==> src/rtl/adlib_pkg.sv <==
// adlib_pkg: shared constants for the AdLib host interface.
//   - OPL2 timer register indices (0x02, 0x03, 0x04)
//   - bit positions inside the timer control register (0x04)
//   - bit positions inside the status byte, plus a helper that packs it
package adlib_pkg;

  localparam logic [7:0] REG_TIMER1     = 8'h02;
  localparam logic [7:0] REG_TIMER2     = 8'h03;
  localparam logic [7:0] REG_TIMER_CTRL = 8'h04;

  // Timer control register bits
  localparam int CTL_IRQ_RESET = 7;
  localparam int CTL_MASK1     = 6;
  localparam int CTL_MASK2     = 5;
  localparam int CTL_START2    = 1;
  localparam int CTL_START1    = 0;

  // Status byte bits
  localparam int ST_IRQ   = 7;
  localparam int ST_FLAG1 = 6;
  localparam int ST_FLAG2 = 5;

  function automatic logic [7:0] status_byte(input logic f1, input logic f2);
    logic [7:0] s;
    s           = 8'h00;
    s[ST_IRQ]   = f1 | f2;
    s[ST_FLAG1] = f1;
    s[ST_FLAG2] = f2;
    return s;
  endfunction

endpackage

==> src/rtl/adlib_timer.sv <==
// adlib_timer: one OPL2 8-bit up-counting timer with overflow flag.
// Ports:
//   clk, rst     clock, async active-high reset
//   i_preset     reload value (loaded on start 0->1 and on overflow)
//   i_start      run enable; 0 freezes the counter
//   i_mask       suppresses flag setting on overflow
//   i_tick       one-cycle count enable from the shared tick generator
//   i_clr        flag clear; wins over a simultaneous overflow
//   o_flag       sticky overflow flag
import adlib_pkg::*;

module adlib_timer (
  input  logic       clk,
  input  logic       rst,
  input  logic [7:0] i_preset,
  input  logic       i_start,
  input  logic       i_mask,
  input  logic       i_tick,
  input  logic       i_clr,
  output logic       o_flag
);

  logic       r_start_q;
  logic [7:0] r_cnt;
  logic       r_flag;

  logic w_load, w_run, w_ovf;

  // The load cycle takes priority over a tick, so a tick landing on the
  // start edge counts from the preset rather than from a stale value.
  assign w_load = i_start & ~r_start_q;
  assign w_run  = i_start & r_start_q & i_tick;
  assign w_ovf  = w_run & (r_cnt == 8'hFF);

  always_ff @(posedge clk or posedge rst) begin
    if (rst) begin
      r_start_q <= 1'b0;
      r_cnt     <= 8'h00;
      r_flag    <= 1'b0;
    end else begin
      r_start_q <= i_start;
      if (w_load)     r_cnt <= i_preset;
      else if (w_run) r_cnt <= w_ovf ? i_preset : r_cnt + 8'd1;
      if (i_clr)                  r_flag <= 1'b0;
      else if (w_ovf & ~i_mask)   r_flag <= 1'b1;
    end
  end

  assign o_flag = r_flag;

endmodule

==> src/rtl/adlib_host_if.sv <==
// adlib_host_if: CPU-facing register front end of the AdLib (OPL2) synth.
// Decodes address/data port writes into a latched register index plus a
// one-cycle write strobe, runs the two OPL2 timers and serves the status
// byte on reads of the address port.
// Ports:
//   clk, rst          clock, async active-high reset
//   io_a0             0 = address/status port, 1 = data port
//   io_wr, io_rd      CPU strobes (level, synchronous to clk)
//   io_din / io_dout  CPU write data / registered read data
//   reg_addr          latched OPL register index
//   reg_data, reg_wr  register write data and one-cycle write strobe
//   irq               timer interrupt request
// Build option: define ADLIB_IRQ_EN to drive irq from status bit 7
// (one cycle delayed); otherwise irq is tied low.
import adlib_pkg::*;

module adlib_host_if #(
  parameter int TICK_DIV    = 4000,
  parameter int T2_PRESCALE = 4
) (
  input  logic       clk,
  input  logic       rst,
  input  logic       io_a0,
  input  logic       io_wr,
  input  logic       io_rd,
  input  logic [7:0] io_din,
  output logic [7:0] io_dout,
  output logic [7:0] reg_addr,
  output logic [7:0] reg_data,
  output logic       reg_wr,
  output logic       irq
);

  localparam int DW = (TICK_DIV > 1) ? $clog2(TICK_DIV) : 1;

  // ---------------- CPU write decode ----------------
  logic       r_prev_wr;
  logic [7:0] r_reg_addr, r_reg_data, r_dout;
  logic       r_reg_wr;
  logic       w_wr_hit;

  assign w_wr_hit = io_wr & ~r_prev_wr;

  always_ff @(posedge clk or posedge rst) begin
    if (rst) begin
      r_prev_wr  <= 1'b0;
      r_reg_addr <= 8'h00;
      r_reg_data <= 8'h00;
      r_reg_wr   <= 1'b0;
    end else begin
      r_prev_wr <= io_wr;
      r_reg_wr  <= w_wr_hit & io_a0;
      if (w_wr_hit & ~io_a0) r_reg_addr <= io_din;
      if (w_wr_hit &  io_a0) r_reg_data <= io_din;
    end
  end

  // ---------------- timer registers ----------------
  // Decoded from the strobe itself, like the operator register files.
  logic [7:0] r_t1_pre, r_t2_pre;
  logic       r_mask1, r_mask2, r_start1, r_start2;
  logic       w_clr;

  assign w_clr = r_reg_wr & (r_reg_addr == REG_TIMER_CTRL) & r_reg_data[CTL_IRQ_RESET];

  always_ff @(posedge clk or posedge rst) begin
    if (rst) begin
      r_t1_pre <= 8'h00;
      r_t2_pre <= 8'h00;
      r_mask1  <= 1'b0;
      r_mask2  <= 1'b0;
      r_start1 <= 1'b0;
      r_start2 <= 1'b0;
    end else if (r_reg_wr) begin
      case (r_reg_addr)
        REG_TIMER1: r_t1_pre <= r_reg_data;
        REG_TIMER2: r_t2_pre <= r_reg_data;
        REG_TIMER_CTRL: begin
          // IRQ reset form leaves masks and starts untouched
          if (!r_reg_data[CTL_IRQ_RESET]) begin
            r_mask1  <= r_reg_data[CTL_MASK1];
            r_mask2  <= r_reg_data[CTL_MASK2];
            r_start1 <= r_reg_data[CTL_START1];
            r_start2 <= r_reg_data[CTL_START2];
          end
        end
        default: ;
      endcase
    end
  end

  // ---------------- tick generation (free-running) ----------------
  logic [DW-1:0] r_div;
  logic [1:0]    r_pre;
  logic          w_tick80, w_tick320;

  assign w_tick80  = (r_div == DW'(TICK_DIV - 1));
  assign w_tick320 = w_tick80 & (r_pre == 2'(T2_PRESCALE - 1));

  always_ff @(posedge clk or posedge rst) begin
    if (rst) begin
      r_div <= '0;
      r_pre <= 2'd0;
    end else begin
      r_div <= w_tick80 ? '0 : r_div + 1'b1;
      if (w_tick80) r_pre <= w_tick320 ? 2'd0 : r_pre + 2'd1;
    end
  end

  // ---------------- timers ----------------
  logic w_flag1, w_flag2;

  adlib_timer u_t1 (
    .clk(clk), .rst(rst), .i_preset(r_t1_pre), .i_start(r_start1),
    .i_mask(r_mask1), .i_tick(w_tick80), .i_clr(w_clr), .o_flag(w_flag1)
  );

  adlib_timer u_t2 (
    .clk(clk), .rst(rst), .i_preset(r_t2_pre), .i_start(r_start2),
    .i_mask(r_mask2), .i_tick(w_tick320), .i_clr(w_clr), .o_flag(w_flag2)
  );

  // ---------------- read path / irq ----------------
  logic [7:0] w_status;
  assign w_status = status_byte(w_flag1, w_flag2);

  always_ff @(posedge clk or posedge rst) begin
    if (rst)        r_dout <= 8'h00;
    else if (io_rd) r_dout <= io_a0 ? 8'hFF : w_status;
  end

`ifdef ADLIB_IRQ_EN
  logic r_irq;
  always_ff @(posedge clk or posedge rst) begin
    if (rst) r_irq <= 1'b0;
    else     r_irq <= w_status[ST_IRQ];
  end
  assign irq = r_irq;
`else
  assign irq = 1'b0;
`endif

  assign io_dout  = r_dout;
  assign reg_addr = r_reg_addr;
  assign reg_data = r_reg_data;
  assign reg_wr   = r_reg_wr;

endmodule

==> config.mk <==
export PLATFORM = sky130hd
export DESIGN_NAME = adlib_host_if
export DESIGN_NICKNAME = d
export VERILOG_FILES = /design/src/rtl/adlib_pkg.sv /design/src/rtl/adlib_timer.sv /design/src/rtl/adlib_host_if.sv
export SDC_FILE = /design/constraint.sdc
export NUM_CORES = 1
export LEC_CHECK = 0
export BUFFER_PORTS_ARGS = -buffer_cell sky130_fd_sc_hd__buf_2
export CAP_MARGIN = 15
export CORE_MARGIN = 4
export CORE_UTILIZATION = 55
export CTS_CLUSTER_SIZE = 10
export DETAILED_ROUTE_END_ITERATION = 10
export PLACE_DENSITY_LB_ADDON = 0.25
export SETUP_SLACK_MARGIN = 0.3
export SYNTH_ARGS = -nofsm -noshare
export SYNTH_HDL_FRONTEND = slang
export SYNTH_SLANG_ARGS = --single-unit
==> constraint.sdc <==
create_clock -name clk -period 5.8 [get_ports clk]
set_input_delay 1.16 -clock clk [delete_from_list [all_inputs] [get_ports clk]]
set_output_delay 1.16 -clock clk [all_outputs]
set_load 0.005 [all_outputs]
After elaboration in Yosys (flattened, before gate mapping)
Cells that the tools add are included.

Register bits after elaboration: 80. Bits of input ports: 13. Output and inout bits: 26. Word-level logic and storage cells: 74.

$add $sub $neg: 4. Eq/ne operators: 7. Muxes and demuxes: 13. Bitwise logic cells: 24. Reductions and logical operators: 7.

Operator list (number): 8-bit 2-to-1 mux (7); 8-bit by 1-bit adder with 8-bit output, second input constant (2); 1-bit bitwise AND (16); 8-bit by 2-bit == test with 1-bit output, second input constant (2); 8-bit == test, second input constant (2); 12-bit by 1-bit adder with 12-bit output, second input constant (1); 12-bit == test, second input constant (1); 12-bit 2-to-1 mux (1); 8-bit by 3-bit == test with 1-bit output, second input constant (1); 2-bit nonzero test (4); 1-bit NOT (7); 1-bit 2-to-1 mux (4); 2-bit AND reduction (2); 3-bit AND reduction (1); 2-bit by 1-bit adder with 2-bit output, second input constant (1); 2-bit == test, second input constant (1); 2-bit 2-to-1 mux (1); 1-bit OR (1).

Logic depth before layout (Yosys ltp)
Word-level depth: 7. Gate-level depth with buffers: 8. Depth with buffers taken out: 6.

By module
From an unflattened synthesis, not the netlist that was laid out.

Cell total of the unflattened synthesis: 317. Area total of the unflattened synthesis: 3677.3 µm².

By module, submodules not included: adlib_host_if (instances 1, cells an instance 173, area an instance 2363.5 µm², sequential area each 1401.3 µm²); adlib_timer (instances 2, cells an instance 72, area an instance 656.9 µm², sequential area each 250.2 µm²).

Worst setup path before layout
No wires, ideal clock.

Path type: in2reg. From: input port io_a0. To: register r_reg_addr[0] (netlist: reg_addr[0]). Library setup time: 0.125 ns. Arrival time: 1.955 ns. Data required time: 5.675 ns. Path slack: 3.721 ns. Stages: 2. Buffers on the path: 0. Cell sequence: nor3b_2 -> mux2_2.

Word-level cells in the longest chain between the ends: 2.

Ends and longest elaborated chain: start, declared (line adlib_host_if.sv:23) `input logic io_a0,`; 1-bit NOT (line adlib_host_if.sv:53) `if (w_wr_hit & ~io_a0) r_reg_addr <= io_din;`; 1-bit bitwise AND (line adlib_host_if.sv:53); end signal, assigned (line adlib_host_if.sv:53); end, declared (line adlib_host_if.sv:38) `logic [7:0] r_reg_addr, r_reg_data, r_dout;`.

No other way between the ends. A chain may end at the register's enable or synchronous reset.

Worst setup path after layout
From: register r_div[0]. To: register u_t1.r_cnt[6].

Word-level cells in the longest chain between the ends: 6. Elaborated cells between the ends (all ways): 7. Classes of those cells: 1 x eq/ne; 3 x mux; 2 x bitwise; 1 x reduce/logical.

Ends and longest elaborated chain: start, declared (line adlib_host_if.sv:93) `logic [DW-1:0] r_div;`; start signal, assigned (line adlib_host_if.sv:105) `r_div <= w_tick80 ? '0 : r_div + 1'b1;`; 12-bit == test * (line adlib_host_if.sv:97) `assign w_tick80 = (r_div == DW'(TICK_DIV - 1));`; 1-bit bitwise AND * (line adlib_timer.sv:32) `assign w_run = i_start & r_start_q & i_tick;`; 1-bit bitwise AND (line adlib_timer.sv:33) `assign w_ovf = w_run & (r_cnt == 8'hFF);`; 8-bit 2-to-1 mux (2 in series) (line adlib_timer.sv:43) `else if (w_run) r_cnt <= w_ovf ? i_preset : r_cnt + 8'd1;`; 8-bit 2-to-1 mux (line adlib_timer.sv:42) `if (w_load) r_cnt <= i_preset;`; end signal, assigned (line adlib_timer.sv:42); end signal, assigned (line adlib_timer.sv:43); end, declared (line adlib_timer.sv:24) `logic [7:0] r_cnt;`.

Mark *: on every way between the ends. The rest lies on a longest branch, timed or not. The select of a mux whose other input is x is not followed.

==> impl_metrics.json <==
{
  "setup_viol": 0,
  "root_buffer": "clkbuf_8",
  "endpoint_kind": "flip-flop",
  "grt_pass1_wl_mm": 12.42,
  "first_pass_iters": 4,
  "final_util_pct": 63.32,
  "ys_seq_area_share_pct": 53.45,
  "slew_violations": 0,
  "hold_viol_final": 0,
  "netlist_area_um2": 3558,
  "cp_data_required_time_ns": 6.03,
  "synth-async-reset-ratio_pct": 100.0,
  "grt_max_degree": 77,
  "worstSkewPairLatency_ns": 0.34,
  "clk_path_buf_depth": 2,
  "crit_arrival_ns": 2.88,
  "grt_pass1_vias": 2583,
  "core_region_area_um2": 6314,
  "final_common_cell": "dfrtp_1",
  "start_kind": "flip-flop",
  "die_area_um2": 7821,
  "crit_fanout": 28,
  "hold_buffers": 0,
  "postCtsResizedCells": 0,
  "ys_seq_elements": 76,
  "cts_setup_buffers": 0,
  "hp-start": "r_t2_pre[7]$_DFFE_PP0P_",
  "routedWlPerCell_um": 16.53,
  "clock_skew_ns": 0.007938,
  "ant_nets": 0,
  "netlist_instances": 323,
  "clkTransAtPathRegs_ns": 0.08,
  "layout_min_cycle_time_ns": 2.647,
  "avgSynthCellArea_um2": 11.02,
  "p_leak_nw": 1.900,
  "ctsHtreeMaxLevel": 3,
  "vias": 2599,
  "ff_latch_area_um2": 1902,
  "dpl.hpwl_mm": 4.973,
  "critical_path.startpoint": "r_div[0]$_DFF_PP0_",
  "rows": 29,
  "io_pins": 39,
  "vdd_drop_max_mv": 0.2487,
  "outcome": "complete, no violations",
  "clock_sinks": 76,
  "fill_cells": 516,
  "reg2reg_slack_ns": 3.15,
  "period_share_pct": 45.64,
  "initial_core_util_pct": 56.36,
  "r2r-start": "r_div[0]$_DFF_PP0_",
  "grt_usage_pct": 20.72,
  "routed_wl_mm": 7.289,
  "finalSetupTns_ns": 0,
  "fmax_ghz": 0.3777,
  "place.gp.congestion": 0.8411,
  "antenna_found_initial": 0,
  "diodes": 0,
  "ys_types": 54,
  "maxCapViolations": 0,
  "die_height_um": 88.44,
  "first_iter_violations": 175,
  "final_cell_mix": "dfrtp_1, buf_2, nand2_1",
  "synthFlopType": "dfrtp_1",
  "powerDensity_nw_per_um2": 305.2,
  "cts_tree": "built",
  "cts_buffers": 9,
  "hold_path_class": "flip-flop to flip-flop",
  "syn_nets": 340,
  "fp.dieW_um": 88.44,
  "layout.nets": 376,
  "multi_input_area_um2": 1544,
  "yosys_warnings": 0,
  "rsz0062_at_grt": "false",
  "synth-edff-count": 0,
  "port_buffers": 37,
  "drive_gt1_share_pct": 26.37,
  "criticalPathCategory": "flip-flop to flip-flop",
  "area_growth_pct": 12.34,
  "grt-ovfl-total": 0,
  "post-route-drc-count": 0,
  "relSlewSlack_pct": 28.87,
  "via_per_inst": 5.893,
  "timing.hold.ws_ns": 0.4978,
  "tightest_slew_ns": 1.058
}
## cell families (layout without fill, tap and decap cells)
logic type	count (synthesis)	in the layout	share of synthesized area (%)
AND/OR/NAND/NOR	121	121	19.02
XOR/XNOR	9	9	2.215
AO/OA/AOI/OAI	59	59	10.72
multiplexers	31	31	9.915
flip-flops	76	76	53.45
other	1	1	0.1054
adder cells (fa/ha/maj)	4	4	1.407
buffers and inverters	22	63	3.165
## layer usage
metal	vias up	GRT usage (%)	routed length (µm)
li1	1243	-	-
met1	1280	28.83	3396
met2	66	32.70	3516
met3	10	3.352	289
met4	0	8.379	87
met5	-	0	0
## state kept, by name, summed over array words and instances (netlist names), 2 cells and up
register / count
u_t1.r_cnt: 8
r_pre: 2
u_t2.r_cnt: 8
r_div: 12
io_dout: 4
reg_addr: 8
reg_data: 8
r_t2_pre: 8
r_t1_pre: 8
## worst max-delay path: stages (launching register included)
cell and delay, ns:
dfrtp_1 0.41, ha_1 0.25, and4_4 0.26, and3_1 0.80, nand4_2 0.18, mux2_4 0.33
a221o_1 0.31
## Yosys cell counts, types with 6 or more instances
| master | count | area (µm²) |
|---|---|---|
| and3_1 | 9 | 56.30 |
| dfrtp_1 | 76 | 1902 |
| nor2_1 | 25 | 93.84 |
| a21oi_1 | 17 | 85.08 |
| nand4_1 | 9 | 56.30 |
| nand3_1 | 7 | 35.03 |
| o21ai_0 | 15 | 75.07 |
| inv_1 | 7 | 26.28 |
| a311oi_1 | 6 | 52.55 |
| xor2_1 | 7 | 61.31 |
| mux2_2 | 30 | 337.8 |
| nand2_1 | 34 | 127.6 |
## metrics by stage
stage | worst slack (ns) | total power, mW | std cells | instance area, µm²
global placement | 3.222 | 0.7772 | 425 | 3772
floorplan | 2.702 | 0.7236 | 323 | 3558
finish | 3.153 | 1.220 | 441 | 3998
CTS | 3.153 | 1.234 | 441 | 3998
global route | 2.909 | 1.281 | 441 | 3998
detailed placement | 3.158 | 0.7842 | 425 | 3772
## report_power, final
group | leakage, nW | internal, mW | total [mW] | switching, mW
Clock | 0.116 | 0.254 | 0.446 | 0.192
Sequential | 0.995 | 0.581 | 0.644 | 0.0630
Combinational | 0.788 | 0.0708 | 0.130 | 0.0587
## final timing paths
kind	endpoint	depth (start not counted)
worst min register to register	u_t2.r_cnt[7]$_DFFE_PP0P_	1
worst max-delay path	u_t1.r_cnt[6]$_DFFE_PP0P_	6
worst min-delay path	u_t2.r_cnt[7]$_DFFE_PP0P_	1
worst max register to register	u_t1.r_cnt[6]$_DFFE_PP0P_	6
min in group asynchronous	u_t1.r_start_q$_DFF_PP0_	3
max in group asynchronous	u_t1.r_cnt[4]$_DFFE_PP0P_	3
## area by class of cell
cell class              count  share of cell area [%]
multi-input cells         225                   38.62
well taps                  77                   2.410
inverters                   8                  0.7512
clock buffers              10                   3.443
repair buffers             39                   5.008
flip-flops and latches     76                   47.57
clock inverters             6                   2.191
No activity file was read; power rests on OpenSTA's default activity.
